--- src/rtl/arilla_bus_pkg.sv ---
// -----------------------------------------------------------------------------
// arilla_bus_pkg
//   Shared types and helpers for the arilla bus arbiter.
//   - arb_state_e : arbiter ownership state (idle / owned / locked)
//   - rr_pick_t   : result of a round-robin scan (found flag + winning index)
//   - rr_next()   : first set request bit strictly after a pointer, wrapping
//                   modulo the number of masters (the pointer itself is last)
// -----------------------------------------------------------------------------
package arilla_bus_pkg;

    typedef enum logic [1:0] {
        ARB_IDLE   = 2'd0,
        ARB_OWNED  = 2'd1,
        ARB_LOCKED = 2'd2
    } arb_state_e;

    // Upper bound on the number of masters the scan helper supports.
    localparam int unsigned RR_MAX_MASTERS = 32;
    localparam int unsigned RR_IDX_W       = 5;

    typedef struct packed {
        logic                found;
        logic [RR_IDX_W-1:0] idx;
    } rr_pick_t;

    // Scan req starting at ptr+1, wrapping at n, ending with ptr itself.
    // ptr must be < n; only the low n bits of req are considered.
    function automatic rr_pick_t rr_next(input logic [RR_MAX_MASTERS-1:0] req,
                                         input logic [RR_IDX_W-1:0]       ptr,
                                         input int unsigned               n);
        rr_pick_t    pick;
        int unsigned cand;
        pick = '0;
        for (int unsigned k = 1; k <= RR_MAX_MASTERS; k++) begin
            // ptr < n and k <= n, so a single subtraction performs the wrap.
            cand = 32'(ptr) + k;
            if (cand >= n) begin
                cand = cand - n;
            end
            if ((k <= n) && !pick.found && req[cand[RR_IDX_W-1:0]]) begin
                pick.found = 1'b1;
                pick.idx   = cand[RR_IDX_W-1:0];
            end
        end
        return pick;
    endfunction

endpackage : arilla_bus_pkg

--- src/rtl/arilla_bus_rr_priority_picker.sv ---
// -----------------------------------------------------------------------------
// rr_priority_picker
//   Rotating-priority request picker. The master just after ptr has the
//   highest priority and ptr itself the lowest.
// Ports
//   req   in  NumMasters  request vector
//   ptr   in  IdxW        rotation pointer (scan begins at ptr+1)
//   grant out NumMasters  one-hot winner, all zero when nothing requests
//   idx   out IdxW        index of the winner (0 when found=0)
//   found out 1           at least one request bit was set
// -----------------------------------------------------------------------------
module rr_priority_picker
    import arilla_bus_pkg::*;
#(
    parameter int unsigned NumMasters = 2
) (
    input  logic [NumMasters-1:0]         req,
    input  logic [$clog2(NumMasters)-1:0] ptr,
    output logic [NumMasters-1:0]         grant,
    output logic [$clog2(NumMasters)-1:0] idx,
    output logic                          found
);

    localparam int unsigned IdxW = $clog2(NumMasters);

    logic [RR_MAX_MASTERS-1:0] req_ext;
    rr_pick_t                  pick;
    logic                      pick_unused;

    // The helper returns a full-width index; only the low IdxW bits matter.
    assign pick_unused = ^pick.idx;

    // NOTE: every always_comb output gets a default before any branch, so no
    // path can leave a value unassigned and infer a latch.
    always_comb begin
        req_ext                 = '0;
        req_ext[NumMasters-1:0] = req;
        pick                    = rr_next(req_ext, RR_IDX_W'(ptr), NumMasters);
        found                   = pick.found;
        idx                     = pick.found ? pick.idx[IdxW-1:0] : '0;
        grant                   = '0;
        if (pick.found) begin
            grant[idx] = 1'b1;
        end
    end

endmodule : rr_priority_picker

--- src/rtl/arilla_bus_arbiter.sv ---
// -----------------------------------------------------------------------------
// arilla_bus_arbiter
//   Shares one arilla bus slave port between NumMasters mem_interface masters.
//   The grant (available) is combinational from req/lock and registered
//   state, so a master completes its access in the grant cycle. The data
//   phase is tracked one cycle behind so data_ptc returns can be routed.
//   Round-robin with a per-owner burst limit, an atomic lock and optional
//   parking of the grant on the last owner when the bus is idle.
// Parameters
//   NumMasters  number of masters (>= 2); index 0 wins first after reset
//   MaxBurst    consecutive accesses one owner may take while others wait
//   ParkLast    1: keep the grant on the last owner when nobody requests
// Ports
//   clk           in  1           system clock
//   rst_n         in  1           asynchronous active-low reset
//   req           in  NumMasters  master i wants an access this cycle
//   lock          in  NumMasters  master i asks for exclusive ownership
//   available     out NumMasters  one-hot-or-zero grant
//   owner         out IdxW        current / parked owner
//   dphase_valid  out 1           an access was accepted last cycle
//   dphase_owner  out IdxW        master owning data_ptc this cycle
// -----------------------------------------------------------------------------
module arilla_bus_arbiter
    import arilla_bus_pkg::*;
#(
    parameter int unsigned NumMasters = 2,
    parameter int unsigned MaxBurst   = 4,
    parameter bit          ParkLast   = 1'b1
) (
    input  logic                          clk,
    input  logic                          rst_n,
    input  logic [NumMasters-1:0]         req,
    input  logic [NumMasters-1:0]         lock,
    output logic [NumMasters-1:0]         available,
    output logic [$clog2(NumMasters)-1:0] owner,
    output logic                          dphase_valid,
    output logic [$clog2(NumMasters)-1:0] dphase_owner
);

    localparam int unsigned     IdxW    = $clog2(NumMasters);
    localparam int unsigned     CntW    = $clog2(MaxBurst + 1);
    localparam logic [CntW-1:0] CntMax  = CntW'(MaxBurst);
    localparam logic [CntW-1:0] CntOne  = CntW'(1);
    localparam logic [IdxW-1:0] LastRst = IdxW'(NumMasters - 1);

    // Registered state
    arb_state_e      state_q,        state_d;
    logic [IdxW-1:0] owner_q,        owner_d;
    logic [IdxW-1:0] last_q,         last_d;
    logic [CntW-1:0] burst_cnt_q,    burst_cnt_d;
    logic            dphase_valid_q, dphase_valid_d;
    logic [IdxW-1:0] dphase_owner_q, dphase_owner_d;

    // Combinational helpers
    logic [NumMasters-1:0] owner_oh;
    logic [NumMasters-1:0] last_oh;
    logic [NumMasters-1:0] pick_grant;
    logic [NumMasters-1:0] grant;
    logic [IdxW-1:0]       pick_ptr;
    logic [IdxW-1:0]       pick_idx;
    logic [IdxW-1:0]       grant_idx;
    logic                  pick_found;
    logic                  grant_valid;
    logic                  lock_held;
    logic                  others_req;
    logic                  accept;
    logic [CntW-1:0]       cnt_eff;

    assign owner_oh = {{(NumMasters-1){1'b0}}, 1'b1} << owner_q;
    assign last_oh  = {{(NumMasters-1){1'b0}}, 1'b1} << last_q;

    // While idle the rotation continues after the last owner; otherwise it
    // continues after the current owner, which therefore ranks last.
    assign pick_ptr = (state_q == ARB_IDLE) ? last_q : owner_q;

    rr_priority_picker #(
        .NumMasters (NumMasters)
    ) u_picker (
        .req   (req),
        .ptr   (pick_ptr),
        .grant (pick_grant),
        .idx   (pick_idx),
        .found (pick_found)
    );

    // -------------------------------------------------------------------------
    // Grant selection
    // -------------------------------------------------------------------------
    always_comb begin
        lock_held   = (state_q == ARB_LOCKED) && lock[owner_q];
        // A lock that has just been released behaves as an exhausted burst so
        // that a waiting master gets the bus in this very cycle.
        cnt_eff     = (state_q == ARB_LOCKED) ? CntMax : burst_cnt_q;
        others_req  = |(req & ~owner_oh);
        grant       = '0;
        grant_idx   = owner_q;
        grant_valid = 1'b0;

        unique case (state_q)
            ARB_IDLE: begin
                if (pick_found) begin
                    grant       = pick_grant;
                    grant_idx   = pick_idx;
                    grant_valid = 1'b1;
                end else if (ParkLast) begin
                    grant = last_oh;
                end
            end
            default: begin
                if (lock_held) begin
                    // Other masters are held off even if the owner is quiet.
                    grant       = owner_oh;
                    grant_valid = 1'b1;
                end else if (req[owner_q] && ((cnt_eff < CntMax) || !others_req)) begin
                    grant       = owner_oh;
                    grant_valid = 1'b1;
                end else if (pick_found) begin
                    grant       = pick_grant;
                    grant_idx   = pick_idx;
                    grant_valid = 1'b1;
                end else if (ParkLast) begin
                    grant = owner_oh;
                end
            end
        endcase

        // The grant is forced off during reset regardless of parking.
        available = rst_n ? grant : '0;
        accept    = rst_n && grant_valid && req[grant_idx];
    end

    // -------------------------------------------------------------------------
    // Next-state logic
    // -------------------------------------------------------------------------
    always_comb begin
        state_d        = state_q;
        owner_d        = owner_q;
        last_d         = last_q;
        burst_cnt_d    = burst_cnt_q;
        dphase_valid_d = accept;
        dphase_owner_d = accept ? grant_idx : dphase_owner_q;

        if (accept) begin
            if ((state_q != ARB_IDLE) && (grant_idx == owner_q)) begin
                burst_cnt_d = (cnt_eff < CntMax) ? (cnt_eff + CntOne) : CntMax;
            end else begin
                // From idle, last already names the previous owner.
                if (state_q != ARB_IDLE) begin
                    last_d = owner_q;
                end
                owner_d     = grant_idx;
                burst_cnt_d = CntOne;
            end
            // Only the master taking this access can turn its lock into LOCKED.
            state_d = lock[grant_idx] ? ARB_LOCKED : ARB_OWNED;
        end else if ((state_q == ARB_LOCKED) && !lock[owner_q]) begin
            state_d     = ARB_OWNED;
            burst_cnt_d = CntMax;
        end else if ((state_q == ARB_OWNED) && (req == '0)) begin
            state_d = ARB_IDLE;
            last_d  = owner_q;
        end
    end

    // NOTE: state flops use non-blocking assignments so every register samples
    // the pre-edge values computed above, independent of statement order.
    always_ff @(posedge clk or negedge rst_n) begin
        if (!rst_n) begin
            state_q        <= ARB_IDLE;
            owner_q        <= '0;
            last_q         <= LastRst;
            burst_cnt_q    <= '0;
            dphase_valid_q <= 1'b0;
            dphase_owner_q <= '0;
        end else begin
            state_q        <= state_d;
            owner_q        <= owner_d;
            last_q         <= last_d;
            burst_cnt_q    <= burst_cnt_d;
            dphase_valid_q <= dphase_valid_d;
            dphase_owner_q <= dphase_owner_d;
        end
    end

    assign owner        = owner_q;
    assign dphase_valid = dphase_valid_q;
    assign dphase_owner = dphase_owner_q;

endmodule : arilla_bus_arbiter

--- config.mk ---
export PLATFORM = sky130hd
export DESIGN_NAME = arilla_bus_arbiter
export DESIGN_NICKNAME = d
export VERILOG_FILES = /design/src/rtl/arilla_bus_pkg.sv /design/src/rtl/arilla_bus_rr_priority_picker.sv /design/src/rtl/arilla_bus_arbiter.sv
export SDC_FILE = /design/constraint.sdc
export NUM_CORES = 1
export LEC_CHECK = 0
export BUFFER_PORTS_ARGS = -buffer_cell sky130_fd_sc_hd__buf_2
export CAP_MARGIN = 5
export CORE_MARGIN = 8
export CORE_UTILIZATION = 32
export CTS_CLUSTER_DIAMETER = 50
export CTS_CLUSTER_SIZE = 16
export DETAILED_ROUTE_END_ITERATION = 6
export HOLD_SLACK_MARGIN = 0.15
export SYNTH_ARGS = -nofsm -noshare
export SYNTH_HDL_FRONTEND = slang
export SYNTH_SLANG_ARGS = --single-unit
--- constraint.sdc ---
create_clock -name clk -period 3.76 [get_ports clk]
set_clock_uncertainty 0.2 [all_clocks]
set_input_delay 0.376 -clock clk [delete_from_list [all_inputs] [get_ports clk]]
set_output_delay 0.376 -clock clk [all_outputs]
set_load 0.005 [all_outputs]
# [Word level (Yosys, flattened, before mapping)]
# Index checks and enable logic that the tools add are counted.
[totals] ramBits=0 inputBits=6 out_inout_bits=5 ff_bits=9 latchBits=0 rom_bits=0 wordCells=101 memories=0
[op_classes] shifts=2 n_mul=0 n_eq_ne=6 n_mux=48 order_cmp=9 reduce_logical=22 add_sub_neg=5 bitwise_logic=3 n_div=0
[op_table] operator="greater-or-equal comparator 32 x 2 -> 1 bit, second input constant" count=2
[op_table] operator="2-to-1 mux 1 bit" count=26
[op_table] operator="2-to-1 mux 2 bit" count=10
[op_table] operator="2-to-1 mux 3 bit" count=5
[op_table] operator="< comparator 5 x 6 -> 1 bit, second input constant" count=2
[op_table] operator="2-to-1 mux 6 bit" count=2
[op_table] operator="binary-select mux 1 bit (select 5 bit)" count=2
[op_table] operator="2-to-1 mux 5 bit" count=2
[op_table] operator="subtractor 5 x 2 -> 5 bit, second input constant" count=2
[op_table] operator="logical AND 1 bit" count=9
[op_table] operator="< comparator 1 x 2 -> 1 bit, second input constant" count=3
[op_table] operator="nonzero test 2 bit" count=3
[op_table] operator="logical NOT 2 bit" count=2
[op_table] operator="!= test 2 bit, second input constant" count=2
[op_table] operator="AND reduction 4 bit" count=1
[op_table] operator="<< shifter 1 x 1 -> 2 bit, first input constant" count=2
[op_table] operator="adder 1 x 2 -> 3 bit, second input constant" count=1
[op_table] operator="adder 3 x 1 -> 3 bit, second input constant" count=1
[op_table] operator="logical NOT 1 bit" count=3
[op_table] operator="< comparator 3 bit, second input constant" count=1
[op_table] operator="nonzero test 3 bit" count=1
[op_table] operator="adder 1 x 1 -> 2 bit, second input constant" count=1
[op_table] operator="AND 2 bit" count=1
[op_table] operator="equality test 2 x 1 -> 1 bit, second input constant" count=1
[op_table] operator="other kinds (10)" count=10

# [Longest topological paths before layout]
# Gate-level depths: netlist of the first run.
[logic_depth] ltp_word=21 depth_mapped=9 depth_no_buf=7

# [Modules after synthesis]
# Synthesis of the first run repeated with hierarchy kept, for this count alone.
[hier_totals] hier_cells=78 area_unflattened_um2=739.5
[by_module_without_submodules] mod="arilla_bus_arbiter" cells_per_inst=73 seq_area_each_um2=226.5 instances=1 area_each_um2=706.9
[by_module_without_submodules] mod="rr_priority_picker" cells_per_inst=5 seq_area_each_um2=0.0 instances=1 area_each_um2=32.5

# [Least setup slack after synthesis of the first run]
# OpenSTA, ideal clock, no wires.
[synth_path] path_type="register -> output" startpoint="register state_q[1]" endpoint="output port available[0]" setup_slack_ps=1322 path_stages_with_launch=8 t_required_ps=3184 t_arrival_ps=1862 path_buffers=1 path_cell_list="dfrtp_1 -> nor2b_4 -> buf_6 -> o31a_1 -> a311oi_4 -> or2b_1 -> o311ai_0 -> and2_1"
[synth_via] elab_chain_cells=21 word_cells_on_any_way=36 classes_between="add/sub: 4; order compare: 5; eq/ne: 1; mux: 19; reduce/logical: 7"
[synth_lines] item="start, declared" line_no="arilla_bus_arbiter.sv:47" text="arb_state_e state_q, state_d;"
[synth_lines] item="start signal, assigned" line_no="arilla_bus_arbiter.sv:176" text="state_q <= state_d;"
[synth_lines] item="logical NOT 2 bit" line_no="arilla_bus_arbiter.sv:74, arilla_bus_arbiter.sv:99"
[synth_lines] item="2-to-1 mux 1 bit" line_no="arilla_bus_arbiter.sv:74" text="assign pick_ptr = (state_q == ARB_IDLE) ? last_q : owner_q;"
[synth_lines] item="adder 1 x 1 -> 2 bit" line_no="arilla_bus_pkg.sv:36" text="cand = 32'(ptr) + k;"
[synth_lines] item="greater-or-equal comparator 32 x 2 -> 1 bit / subtractor 5 x 2 -> 5 bit (equally long branches)" line_no="arilla_bus_pkg.sv:37, arilla_bus_pkg.sv:38"
[synth_lines] item="2-to-1 mux 5 bit" line_no="arilla_bus_pkg.sv:37" text="if (cand >= n) begin"
[synth_lines] item="binary-select mux 1 bit (select 5 bit)" line_no="arilla_bus_pkg.sv:40" text="if ((k <= n) && !pick.found && req[cand[RR_IDX_W-1:0]]) begin"
[synth_lines] item="2-to-1 mux 1 bit (implied by the code)" line_no="arilla_bus_pkg.sv:40"
[synth_lines] item="2-to-1 mux 6 bit" line_no="arilla_bus_pkg.sv:40"
[synth_lines] item="[5 not listed]"
[synth_lines] item="logical AND 1 bit (implied by the code)" line_no="arilla_bus_rr_priority_picker.sv:43" text="grant[idx] = 1'b1;"
[synth_lines] item="2-to-1 mux 1 bit (implied by the code)" line_no="arilla_bus_rr_priority_picker.sv:43"
[synth_lines] item="demux 1 bit (select 1 bit)"
[synth_lines] item="2-to-1 mux 2 bit" line_no="arilla_bus_arbiter.sv:117" text="end else if (pick_found) begin"
[synth_lines] item="2-to-1 mux 2 bit" line_no="arilla_bus_arbiter.sv:114" text="end else if (req[owner_q] && ((cnt_eff < CntMax) || !others_req)) begin"
[synth_lines] item="2-to-1 mux 2 bit" line_no="arilla_bus_arbiter.sv:110" text="if (lock_held) begin"
[synth_lines] item="2-to-1 mux 2 bit *" line_no="arilla_bus_arbiter.sv:99" text="unique case (state_q)"
[synth_lines] item="2-to-1 mux 2 bit *" line_no="arilla_bus_arbiter.sv:128" text="available = rst_n ? grant : '0;"
[synth_lines] item="end, declared" line_no="arilla_bus_arbiter.sv:34" text="output logic [NumMasters-1:0] available,"
# Every way passes the cells marked *; elsewhere a longest branch is shown, timed or not. The select of a mux whose other input is x is not followed.

# [Worst setup path in the final report of the first run]
[layout_path] startpoint="register last_q" endpoint="output port available[0]"
[layout_via] elab_chain_cells=20 word_cells_on_any_way=30 classes_between="add/sub: 4; order compare: 4; shift: 1; mux: 18; reduce/logical: 3"
[layout_lines] item="start, declared" line_no="arilla_bus_arbiter.sv:49" text="logic [IdxW-1:0] last_q, last_d;"
[layout_lines] item="start signal, assigned" line_no="arilla_bus_arbiter.sv:171" text="last_q <= LastRst;"
[layout_lines] item="start signal, assigned" line_no="arilla_bus_arbiter.sv:178" text="last_q <= last_d;"
[layout_lines] item="2-to-1 mux 1 bit" line_no="arilla_bus_arbiter.sv:74"
[layout_lines] item="adder 1 x 1 -> 2 bit" line_no="arilla_bus_pkg.sv:36"
[layout_lines] item="greater-or-equal comparator 32 x 2 -> 1 bit / subtractor 5 x 2 -> 5 bit (equally long branches)" line_no="arilla_bus_pkg.sv:37, arilla_bus_pkg.sv:38"
[layout_lines] item="2-to-1 mux 5 bit" line_no="arilla_bus_pkg.sv:37"
[layout_lines] item="binary-select mux 1 bit (select 5 bit)" line_no="arilla_bus_pkg.sv:40"
[layout_lines] item="2-to-1 mux 1 bit (implied by the code)" line_no="arilla_bus_pkg.sv:40"
[layout_lines] item="2-to-1 mux 6 bit" line_no="arilla_bus_pkg.sv:40"
[layout_lines] item="logical NOT 1 bit" line_no="arilla_bus_pkg.sv:40"
[layout_lines] item="[4 not listed]"
[layout_lines] item="logical AND 1 bit (implied by the code)" line_no="arilla_bus_rr_priority_picker.sv:43"
[layout_lines] item="2-to-1 mux 1 bit (implied by the code)" line_no="arilla_bus_rr_priority_picker.sv:43"
[layout_lines] item="demux 1 bit (select 1 bit)"
[layout_lines] item="2-to-1 mux 2 bit" line_no="arilla_bus_arbiter.sv:117"
[layout_lines] item="2-to-1 mux 2 bit" line_no="arilla_bus_arbiter.sv:114"
[layout_lines] item="2-to-1 mux 2 bit" line_no="arilla_bus_arbiter.sv:110"
[layout_lines] item="2-to-1 mux 2 bit *" line_no="arilla_bus_arbiter.sv:99"
[layout_lines] item="2-to-1 mux 2 bit *" line_no="arilla_bus_arbiter.sv:128"
# Marks and branches as above.

==> results by stage, run 1 <==
Status:
- The run finished with clean final reports.

Placed design:
- The number of I/O port buffers is 10.
- The final weighted congestion in routability-driven placement is 0.887.
- Before CTS, the worst setup slack after placement is 1.07 ns.
- The half-perimeter wire length of the detailed placement result is 1.28 mm.
- The post-place instance area is 800 sq um.

Clocking:
- TritonCTS built the clock tree.
- The number of H-tree levels is 1.
- The clock passes through at most 2 buffers.
- The TritonCTS buffer count is 3.
- The number of setup buffers added after CTS is 0.
- The master cell of the clock root buffer is clkbuf_4.
- Clock-pin slew was measured on the worst setup and hold paths at 0.06 ns.
- For the worst-skew pair, the clock arrives at the later sink with an insertion delay of 0.27 ns.
- The number of clock sinks seen by CTS is 9.

Floorplanning:
- The placeable core area is 0.00221 sq mm.
- The y dimension of the die is 64.4 um.
- From left edge to right edge, the die measures 64.4 um.
- The floorplan step defined a die boundary enclosing 0.00415 sq mm.
- The floorplan has 17 rows.
- The initial utilization of the core area, before any placement, comes to 33.9%.
- Pin placement for this block handled 11 I/O pins.

Synth:
- In this run the cell area of the synthesized design comes to 751 sq um.
- The post-synthesis net count is 91.
- The sequential element share of the synthesized area is 30.2%.
- Synthesis produced a netlist whose cell count is 84.
- The fraction of registers with async set or reset after synthesis is 100%.
- Synthesis inferred 9 register bits.
- Yosys printed 0 warnings.
- The netlist uses 42 different library cells.
- In this run, synthesis inferred 0 flip-flops with an integrated enable.
- The primary flip-flop cell chosen by synthesis mapping is dfrtp_1.
- The average size of a mapped cell is 8.94 sq um.

Final layout:
- Leaving out fill and tap cells, the most frequent cell in the layout is nand2_1.
- From synthesis to final layout, the design area changed by 11.3%.
- After routing the design area is 836 sq um.
- At the end of the flow, the number of nets in the layout was 102.
- The repair_antennas step left the layout with diodes totalling 0.
- The post-route netlist has 27.7% of its cells at a drive strength greater than 1.
- The core occupancy in the finished layout is 37.8%.
- In the layout the commonest cells are 11 x nand2_1, 10 x buf_2, 8 x dfrtp_1.
- The layout filler cell count is 238.

Timing:
- At the pin with the least slew margin, the transition time is 0.524 ns.
- Static timing analysis puts the maximum clock frequency at 335 MHz.
- The max-slew violation count is 0.
- The final setup violation count is 0.
- The worst pin sits at a relative slew slack of 65.0%.
- The hold violation total from the final report was 0.
- The final critical path takes up 79.3% of the cycle.
- The final setup slack of the worst path is 0.778 ns.
- The final-layout setup total negative slack is 0 ns.
- After layout, the minimum clock period comes to 2.98 ns.
- Setup repair after global routing left no endpoint under its margin.

Drt:
- The first detailed-routing pass ran for 4 iterations.
- The routed via count divided by cell count is 5.43.
- The via count is 663.
- The iteration-0 DRC count of the detailed router is 29.
- After detailed routing, the number of remaining DRC violations is 0.
- The routed design has 1.67 mm of wire.
- The post-detailed-route wirelength per cell is 13.7 um.
- The final antenna-violating net count is 0.

Setup path:
- The type of origin of the critical path is a flip-flop.
- The path type of the worst setup path is reg2out.
- Of all nets on the critical path, the largest fanout is 6.
- The data required time at the worst endpoint is 3.18 ns.
- The kind of end point of the critical path is a primary output.
- Data on the critical path arrives at its endpoint at 2.41 ns.

Global routing:
- The first global-routing pass estimated 2.88 mm of wire.
- The number of global-route vias before repair is 631.
- For this run the aggregate overflow at the end of global routing stands at 0.
- The number of antenna violations at the first check in global routing was 0.
- The overall track demand over capacity in global routing is 8.52%.
- Entering global routing, the biggest net connects 15 pins.

Min path:
- The type of the most critical hold path is in2reg.

Power:
- For this design the ratio of total power to cell area is 793 mW/mm^2.
- The maximum vdd ir drop is 0.430 mV.
- The leakage power of the design is 0.380 nW.

Job:
- Across the run, the number of max-cap violations was 0.
-- metal layers --
metal / track usage, % / vias to the layer above / share of wire, %
met5: 0 / - / 0
met4: 3.27 / 0 / 1.4
met3: 3.61 / 4 / 7.7
met2: 12.9 / 19 / 44
met1: 10.5 / 314 / 47
li1: - / 326 / -
-- logic make-up after synthesis --
| family | count (synthesis) | synth area share [%] |
|---|---|---|
| flops | 9 | 30.2 |
| buf+inv | 12 | 8.33 |
| mux | 3 | 4.17 |
| simple gates | 30 | 22.8 |
| fa+ha+maj | 1 | 1.67 |
| compound gates | 29 | 32.8 |
-- synthesized netlist by cell type, types with 2 or more instances --
library cell   n  area [sq um]
nand2_1       11          41.3
dfrtp_1        8           200
inv_1          6          22.5
a21oi_1        5          25.0
o21ai_0        5          25.0
nor3_1         4          20.0
nand2b_1       3          18.8
nor2_1         3          11.3
and2b_1        2          15.0
buf_2          2          10.0
buf_6          2          22.5
mux2i_1        2          20.0
o21a_1         2          15.0
-- registers in the layout, indices dropped and copies added (netlist names) --
name          count
last_q            1
state_q           2
dphase_valid      1
dphase_owner      1
owner             1
burst_cnt_q       3
-- critical path, cell delays in order, from the launching register on --
cell and delay (ns):
dfstp_2 0.59, nor3b_2 0.27, o21ai_1 0.16, a311oi_4 0.46, or2b_1 0.27, o311ai_0 0.12
and2_1 0.18, buf_2 0.11
-- final timing paths --
kind                                   start             end  slack, ns  cells past startpoint
worst max-delay path                  last_q    available[0]       0.78                      7
worst min-delay path                 lock[0]      state_q[0]       0.29                      3
worst max register to register         owner      state_q[1]       1.23                      6
worst min register to register  dphase_owner    dphase_owner       0.31                      2
max in group asynchronous              rst_n          last_q       2.76                      2
min in group asynchronous              rst_n  burst_cnt_q[1]       0.32                      2
-- power by group --
part	internal (mW)	switching, mW
clock network	0.0409	0.0341
logic	0.180	0.189
registers	0.143	0.0749
total	0.364	0.299
-- area by class of cell --
| class | instances | area, sq um | area share, % |
|---|---|---|---|
| flip-flops and latches | 9 | 226 | 27.1 |
| repair buffers | 11 | 60.1 | 7.19 |
| multi-input cells | 63 | 462 | 55.2 |
| clock buffers | 4 | 26.3 | 3.14 |
| inverters | 7 | 26.3 | 3.14 |
| well taps | 28 | 35.0 | 4.19 |
-- through the flow --
stage | cells | hold slack (ns) | total power [mW]
final | 122 | 0.287 | 0.663
after CTS | 122 | 0.288 | 0.669
after detailed placement | 117 | 0.0735 | 0.592
after global routing | 122 | 0.307 | 0.727
after floorplan | 84 | -0.120 | 0.525
after global placement | 117 | 0.0718 | 0.589
-- repair_timing --
| item | in CTS | in global routing |
|---|---|---|
| hold buffers | 1 | 0 |
| hold endpoints to repair | 9 | 0 |
| setup endpoints to repair | 0 | 0 |
| resized for setup | 0 | 0 |
Note: power is estimated with default switching activity, not from simulation.
==> run 2: changes to the inputs <==
==> constraint.sdc (replaced) <==
create_clock -name clk -period 2.4 [get_ports clk]
set_clock_uncertainty 0.2 [all_clocks]
set_input_delay 0.24 -clock clk [delete_from_list [all_inputs] [get_ports clk]]
set_output_delay 0.24 -clock clk [all_outputs]
set_load 0.005 [all_outputs]
==> run 2 against run 1 <==
  * Core utilization increased by 9.2 points
  * Critical path type unchanged
  * Non-clock buffer count increased by 20
  * Register-to-register slack got worse by 1.2 ns
  * Routed wire length increased by 19%
  * The flow now finishes with violations (negative setup slack)
  * Global-route usage increased by 1.6 points
  * Largest cell class unchanged
==> results by stage, run 2 (synthesis gave the netlist of run 1 again) <==
Timing:
- The post-route minimum period is 2.55 ns.
- Setup repair after global routing could not meet its margin everywhere.
- The hold violation total from the final report was 0 (unchanged).
- The final worst-path cycle share is 106%.
- The slew at the pin closest to its max-slew limit is 0.452 ns (-0.0719 ns).
- The worst hold slack across all endpoints came to 0.168 ns (-0.119 ns).
- Derived from the worst setup path, the maximum achievable clock frequency is 392 MHz.
- The final setup violation count is 3 (+3).
- The final setup slack of the worst path is -0.148 ns (-0.926 ns).
- The headroom to the max-slew limit is 69.8% (+4.8 points).
- The max-slew violation count is 0 (unchanged).

Final layout:
- The core occupancy in the finished layout is 47.0% (+9.2 points).
- Ranked by flip-flop count, first place goes to burst_cnt_q.
- In the layout the commonest cells are 18 x buf_4, 11 x nand2_1, 10 x buf_2.
- The net count reported at finish is 122 (+20%).
- The number of flip-flops under the largest register name came to 3 (unchanged).
- The share of layout cells above drive strength 1 is 46.5% (+19 points).
- The library cell used most frequently in the layout, excluding fill and tap cells, is buf_4.
- The largest registers in the layout are burst_cnt_q (3), state_q (2).
- The layout overhead on the synthesized area is 38.5%.
- The antenna diode instance count is 0 (unchanged).

Clocking:
- The master cell of the clock root buffer is clkbuf_4.
- The clock edge transition at the registers on the reported setup and hold paths is 0.07 ns (about the same).
- The TritonCTS buffer count is 3 (unchanged).
- TritonCTS built the clock tree.
- The number of H-tree levels is 1 (unchanged).
- The maximum clock insertion buffer count is 2 (unchanged).
- The number of clock sinks seen by CTS is 9 (unchanged).
- The insertion delay to the later sink of the worst-skew pair is 0.27 ns (about the same).

Power:
- The leakage power of the design is 0.489 nW (+29%).
- The maximum vdd ir drop is 0.664 mV (+55%).
- The total power divided by cell area came to 1310 mW/mm^2 (+65%).

Global routing:
- The overall track demand over capacity in global routing is 10.1% (+1.6 points).
- The number of antenna violations at the first check in global routing is 0 (unchanged).
- The global-route congestion overflow total is 0 (unchanged).
- The largest net degree at the start of global routing was 10 (-5).
- The global-route wire length before repair is 3.41 mm (+18%).
- The number of global-route vias before repair is 771 (+22%).

Drt:
- The via count is 743 (+12%).
- The total wirelength of the detailed-routed design is 1.98 mm (+19%).
- The detailed-route DRC error count is 0 (unchanged).
- The number of search-and-repair iterations in the first detailed-routing pass is 5 (+1).
- The final antenna-violating net count is 0 (unchanged).
- The routed via count divided by cell count is 5.23 (-3.7%).
- The iteration-0 DRC count of the detailed router is 31 (+6.9%).
- The post-detailed-route wirelength per cell is 13.9 um (+2.0%).

Status:
- The run finished, with violations left.
- The final reports fail on negative setup slack.

Floorplanning:
- The die outline area is 0.00415 sq mm (unchanged).
- The I/O pin count is 11 (unchanged).
- The number of rows in the core area is 17 (unchanged).
- The y dimension of the die is 64.4 um (unchanged).
- The placeable core area came to 0.00221 sq mm (unchanged).
- The starting density of the core is 33.9% (unchanged).
- The width of the die is 64.4 um (unchanged).

Setup path:
- The worst setup path is launched from a flip-flop.
- The logic depth of the worst register-to-register path is 8 (+2).
- The path type of the worst setup path is reg2out.
- The maximum fanout along the worst path is 5 (-1).
- STA classifies the critical path endpoint as a primary output.
- The data required time at the worst endpoint is 1.96 ns (-1.22 ns).
- The data arrival time of the critical path is 2.11 ns (-0.30 ns).

Placed design:
- The number of I/O port buffers is 10 (unchanged).
- The final weighted congestion in routability-driven placement is 0.876 (-1.3%).
- The half-perimeter wire length of the detailed placement result was 1.47 mm (+15%).

Min path:
- The instance count along the most critical hold path is 3 (unchanged).
- The worst hold path belongs to the class in2reg.

Job:
- The number of maximum-capacitance constraint violations is 0 (unchanged).
[run 2: changes by cell type in the layout (fill, tap and decap cells not counted), sizes merged]
cell and change:
buf +19, clkbuf -1, clkinv +1, dlygate4sd3 +1
[run 2: final timing paths]
| kind | start | endpoint | slack, ns |
|---|---|---|---|
| worst max-delay path | last_q | available[0] | -0.15 |
| worst min-delay path | req[1] | owner | 0.17 |
| worst max register to register | last_q | burst_cnt_q[1] | -0.01 |
| worst min register to register | burst_cnt_q[0] | burst_cnt_q[0] | 0.32 |
| max in group asynchronous | rst_n | last_q | 0.80 |
| min in group asynchronous | rst_n | burst_cnt_q[1] | 0.86 |
[run 2: cell type report]
| class | count | area, sq um |
|---|---|---|
| tap | 28 | 35.0 |
| timing repair buffer | 31 | 216 |
| sequential | 9 | 229 |
| multi-input combinational | 63 | 505 |
| inverter | 7 | 26.3 |
| clock buffer | 3 | 22.5 |
| fill | 222 | 1170 |
| clock inverter | 1 | 5.00 |
[run 2: stage by stage]
stage	TNS [ns]	power (mW)	instance area [sq um]	instances	worst slack [ns]
floorplan	0	0.822	751	84	0.0980
global placement	0	1.07	897	130	0.0151
detailed placement	-0.0100	1.08	897	130	-0.0100
CTS	-0.236	1.33	1020	141	-0.147
global route	-0.525	1.46	1040	142	-0.240
finish	-0.235	1.36	1040	142	-0.148
[run 2: worst max-delay path, stage by stage (launching register included)]
cell and delay (ns):
dfstp_2 0.53, nor3b_4 0.20, o21ai_2 0.09, a311oi_4 0.38
or2b_1 0.28, o311ai_2 0.08, and2_1 0.17, buf_2 0.11
[run 2: metal layers]
metal	vias to the layer above	share of wire (%)	routed length, um	global-route usage [%]
met5	-	0	0	0
met4	0	2.1	41	4.09
met3	6	8.1	160	3.95
met2	26	48	959	17.0
met1	347	41	817	11.1
li1	364	-	-	-
[run 2: report_power, final]
group | leakage, nW | internal, mW | total [mW] | switching, mW
combinational | 0.369 | 0.501 | 0.930 | 0.428
sequential | 0.102 | 0.228 | 0.307 | 0.0796
clock | 0.0177 | 0.0618 | 0.124 | 0.0620
[run 2: what timing repair did]
action	in CTS	in global routing
pin swaps	5	1
setup endpoints to repair	4	6
cloned	0	0
resized for setup	11	2
buffers inserted	5	1
hold endpoints to repair	9	0
hold buffers	2	0
==> run 3: changes to the inputs <==
--- a/config.mk
+++ b/config.mk
@@ -13,6 +13,7 @@
 export CTS_CLUSTER_SIZE = 16
 export DETAILED_ROUTE_END_ITERATION = 6
 export HOLD_SLACK_MARGIN = 0.15
+export PLACE_DENSITY = 0.64
 export SYNTH_ARGS = -nofsm -noshare
 export SYNTH_HDL_FRONTEND = slang
 export SYNTH_SLANG_ARGS = --single-unit
==> run 3 against run 2 <==
  * The flow still finishes with violations (negative setup slack)
  * Fmax is 0.25% lower
  * Combinational power is 34% higher
  * Die area stayed put
  * Non-clock buffer count is 10 higher
  * Largest power group unchanged
  * Largest cell class unchanged
  * Hold slack better by 0.0046 ns
  * Power is 24% higher
  * Design area is 16% higher
  * Global-route usage is 1.6 points higher
  * Clock power is 4% higher
  * Routed wire length is 35% higher
  * Core utilization is 7.3 points higher
  * Worst setup slack worse by 0.0065 ns
==> results by stage, run 3 (synthesis gave the netlist of run 1 again) <==
Placed design:
- The number of I/O port buffers is 10 (unchanged).
- The half-perimeter wire length of the detailed placement result was 1.49 mm (+1.3%).
- The pre-CTS worst setup slack is 0.0165 ns (+0.0265 ns).
- The final weighted congestion in routability-driven placement is 0.958 (+9.4%).

Clocking:
- The clock tree from TritonCTS is built.
- The TritonCTS buffer count is 3 (unchanged).
- The number of H-tree levels is 1 (unchanged).
- Clock tree synthesis selected as its root buffer the cell clkbuf_4.
- The number of clock sinks seen by CTS came to 9 (unchanged).
- The maximum clock insertion buffer count is 2 (unchanged).
- The insertion delay to the later sink of the worst-skew pair is 0.28 ns (about the same).
- The clock edge transition at the registers on the reported setup and hold paths is 0.07 ns (about the same).

Status:
- The final reports fail on negative setup slack.
- The run finished, with violations left.

Drt:
- The final antenna-violating net count is 0 (unchanged).
- The detailed-route DRC error count is 0 (unchanged).
- The via count came to 833 (+12%).
- The iteration-0 DRC count of the detailed router came to 43 (+39%).
- The total wirelength of the detailed-routed design is 2.67 mm (+35%).
- The number of search-and-repair iterations in the first detailed-routing pass is 4 (-1).
- The routed via count divided by cell count was 5.48 (+4.7%).
- The post-detailed-route wirelength per cell came to 17.5 um (+26%).

Setup path:
- The maximum fanout along the worst path is 5 (unchanged).
- The reg-to-reg critical path endpoint is burst_cnt_q[1].
- The family of cells with the greatest summed delay on the critical path is compound AO/OA/AOI/OAI gates.
- The most critical setup path has its endpoint at available[0].
- The path type of the worst setup path is reg2out.
- The source of the worst register-to-register timing path is state_q[1].
- The kind of end point of the critical path is a primary output.
- The critical path's largest stage delay is 0.43 ns (-0.10 ns).
- The data arrival time of the critical path is 2.11 ns (about the same).
- The critical path goes through nor2b_4 > o31a_1 > a311oi_4 > or2b_1 > o311ai_2 > and2_1 > buf_2.
- The logic depth of the worst register-to-register path is 8 (unchanged).
- The setup slack of the most critical reg-to-reg path is -0.06 ns (-0.05 ns).
- The instance count on the critical path is 7 (unchanged).
- The data required time at the worst endpoint is 1.96 ns (about the same).
- The library cell contributing the largest single delay on the critical path is dfrtp_1.
- The worst setup path startpoint is state_q[1].
- The type of origin of the critical path is a flip-flop.
- The worst path buffer plus inverter count is 1 (unchanged).

Global routing:
- The largest net degree at the start of global routing is 14 (+4).
- The global-route congestion overflow total came to 0 (unchanged).
- The number of global-route vias before repair was 830 (+7.7%).
- The number of antenna violations at the first check in global routing is 0 (unchanged).
- The overall track demand over capacity in global routing is 11.7% (+1.6 points).
- The global-route wire length before repair is 3.89 mm (+14%).

Min path:
- The worst hold path belongs to the class in2reg.
- The instance count along the most critical hold path was 3 (unchanged).
- The origin of the worst min-delay path is lock[1].

Timing:
- The final worst-path cycle share is 106% (+0.27 points).
- The slew at the pin closest to its max-slew limit is 0.320 ns (-0.132 ns).
- The hold violation total from the final report is 0 (unchanged).
- Setup repair after global routing could not meet its margin everywhere.
- The max-slew violation count is 0 (unchanged).
- The post-route minimum period is 2.55 ns (+0.00650 ns).
- The final setup violation count came to 6 (+3).
- The final-layout setup total negative slack is -0.415 ns (-0.180 ns).
- The upper clock frequency limit is 391 MHz (-0.25%).
- The headroom to the max-slew limit is 78.6% (+8.8 points).
- The final setup slack of the worst path is -0.155 ns (-0.00650 ns).

Floorplanning:
- The y dimension of the die is 64.4 um (unchanged).
- The die outline area is 0.00415 sq mm (unchanged).
- The starting density of the core is 33.9% (unchanged).
- The number of rows in the core area was 17 (unchanged).
- The I/O pin count is 11 (unchanged).
- The width of the die is 64.4 um (unchanged).
- The placeable core area was 0.00221 sq mm (unchanged).

Final layout:
- The number of flip-flops under the largest register name is 3 (unchanged).
- The share of layout cells above drive strength 1 is 56.5% (+10 points).
- The net count reported at finish is 132 (+8.2%).
- The antenna diode instance count came to 0 (unchanged).
- The area of combinational cells with multiple inputs is 573 sq um (+13%).
- In the final layout, the registers with the most flip-flops are burst_cnt_q (3), state_q (2).
- The layout filler cell count is 192 (-14%).
- Compared with the post-synthesis result, the final layout area differs by 60.0%.
- In the layout the commonest cells are 23 x buf_4, 10 x nand2_1, 10 x buf_2.
- Counting flops per register, the top entry is burst_cnt_q.
- The core occupancy in the finished layout is 54.3% (+7.3 points).
- The sequential standard cell area is 229 sq um (unchanged).
- The leading cell type in the layout, fill and taps excluded is buf_4.

Job:
- The number of maximum-capacitance constraint violations came to 0 (unchanged).

Power:
- The leakage power of the design is 0.558 nW (+14%).
- The total power divided by cell area was 1410 mW/mm^2 (+7.4%).
- The total power draw is 1.69 mW (+24%).
- The maximum vdd ir drop was 0.650 mV (-2.2%).
run 3: cell type report:
class	instances	share of cell area, %
flip-flops and latches	9	19.1
repair buffers	41	25.8
well taps	28	2.92
clock inverters	1	0.417
clock buffers	3	1.88
multi-input cells	63	47.7
inverters	7	2.19
run 3: per-layer routing:
layer	up-vias	wire length (um)	GRT usage (%)	share of wire, %
li1	382	-	-	-
met1	416	1050	13.1	39
met2	31	1380	19.8	52
met3	4	200	5.33	7.5
met4	0	43	3.00	1.6
met5	-	0	0	0
run 3: timing repair:
| action | CTS | global route |
|---|---|---|
| pin swaps | 11 | 13 |
| setup buffers | 10 | 5 |
| cloned | 0 | 0 |
| resized for setup | 12 | 18 |
| hold buffers | 2 | 0 |
| endpoints found under the setup margin | 4 | 11 |
| endpoints found under the hold margin | 10 | 0 |
run 3: metrics by stage:
stage / area, sq um / hold slack [ns] / cells
global placement: 912 / -0.00671 / 132
finish: 1200 / 0.173 / 152
global route: 1200 / 0.170 / 152
detailed placement: 912 / 0.00180 / 132
floorplan: 751 / -0.256 / 84
CTS: 1090 / 0.157 / 148
run 3: report_power, final:
part           leakage [nW]  internal, mW  switching, mW  total, mW
Combinational         0.438         0.670          0.581       1.25
Clock                0.0177        0.0619         0.0667      0.129
Sequential            0.103         0.228         0.0818      0.310
Total                 0.558         0.959          0.730       1.69
run 3: tightest hold or removal path, stage by stage:
cell and delay, ns:
buf_2 0.11, mux2_2 0.19, a22oi_2 0.08
run 3: worst min-delay path by stage:
stage / to / slack (ns)
after global routing: state_q[0] / 0.17
after detailed placement: burst_cnt_q[1] / 0.002
after floorplan: burst_cnt_q[0] / -0.26
after global placement: burst_cnt_q[2] / -0.007
after CTS: state_q[0] / 0.16
final: state_q[0] / 0.17
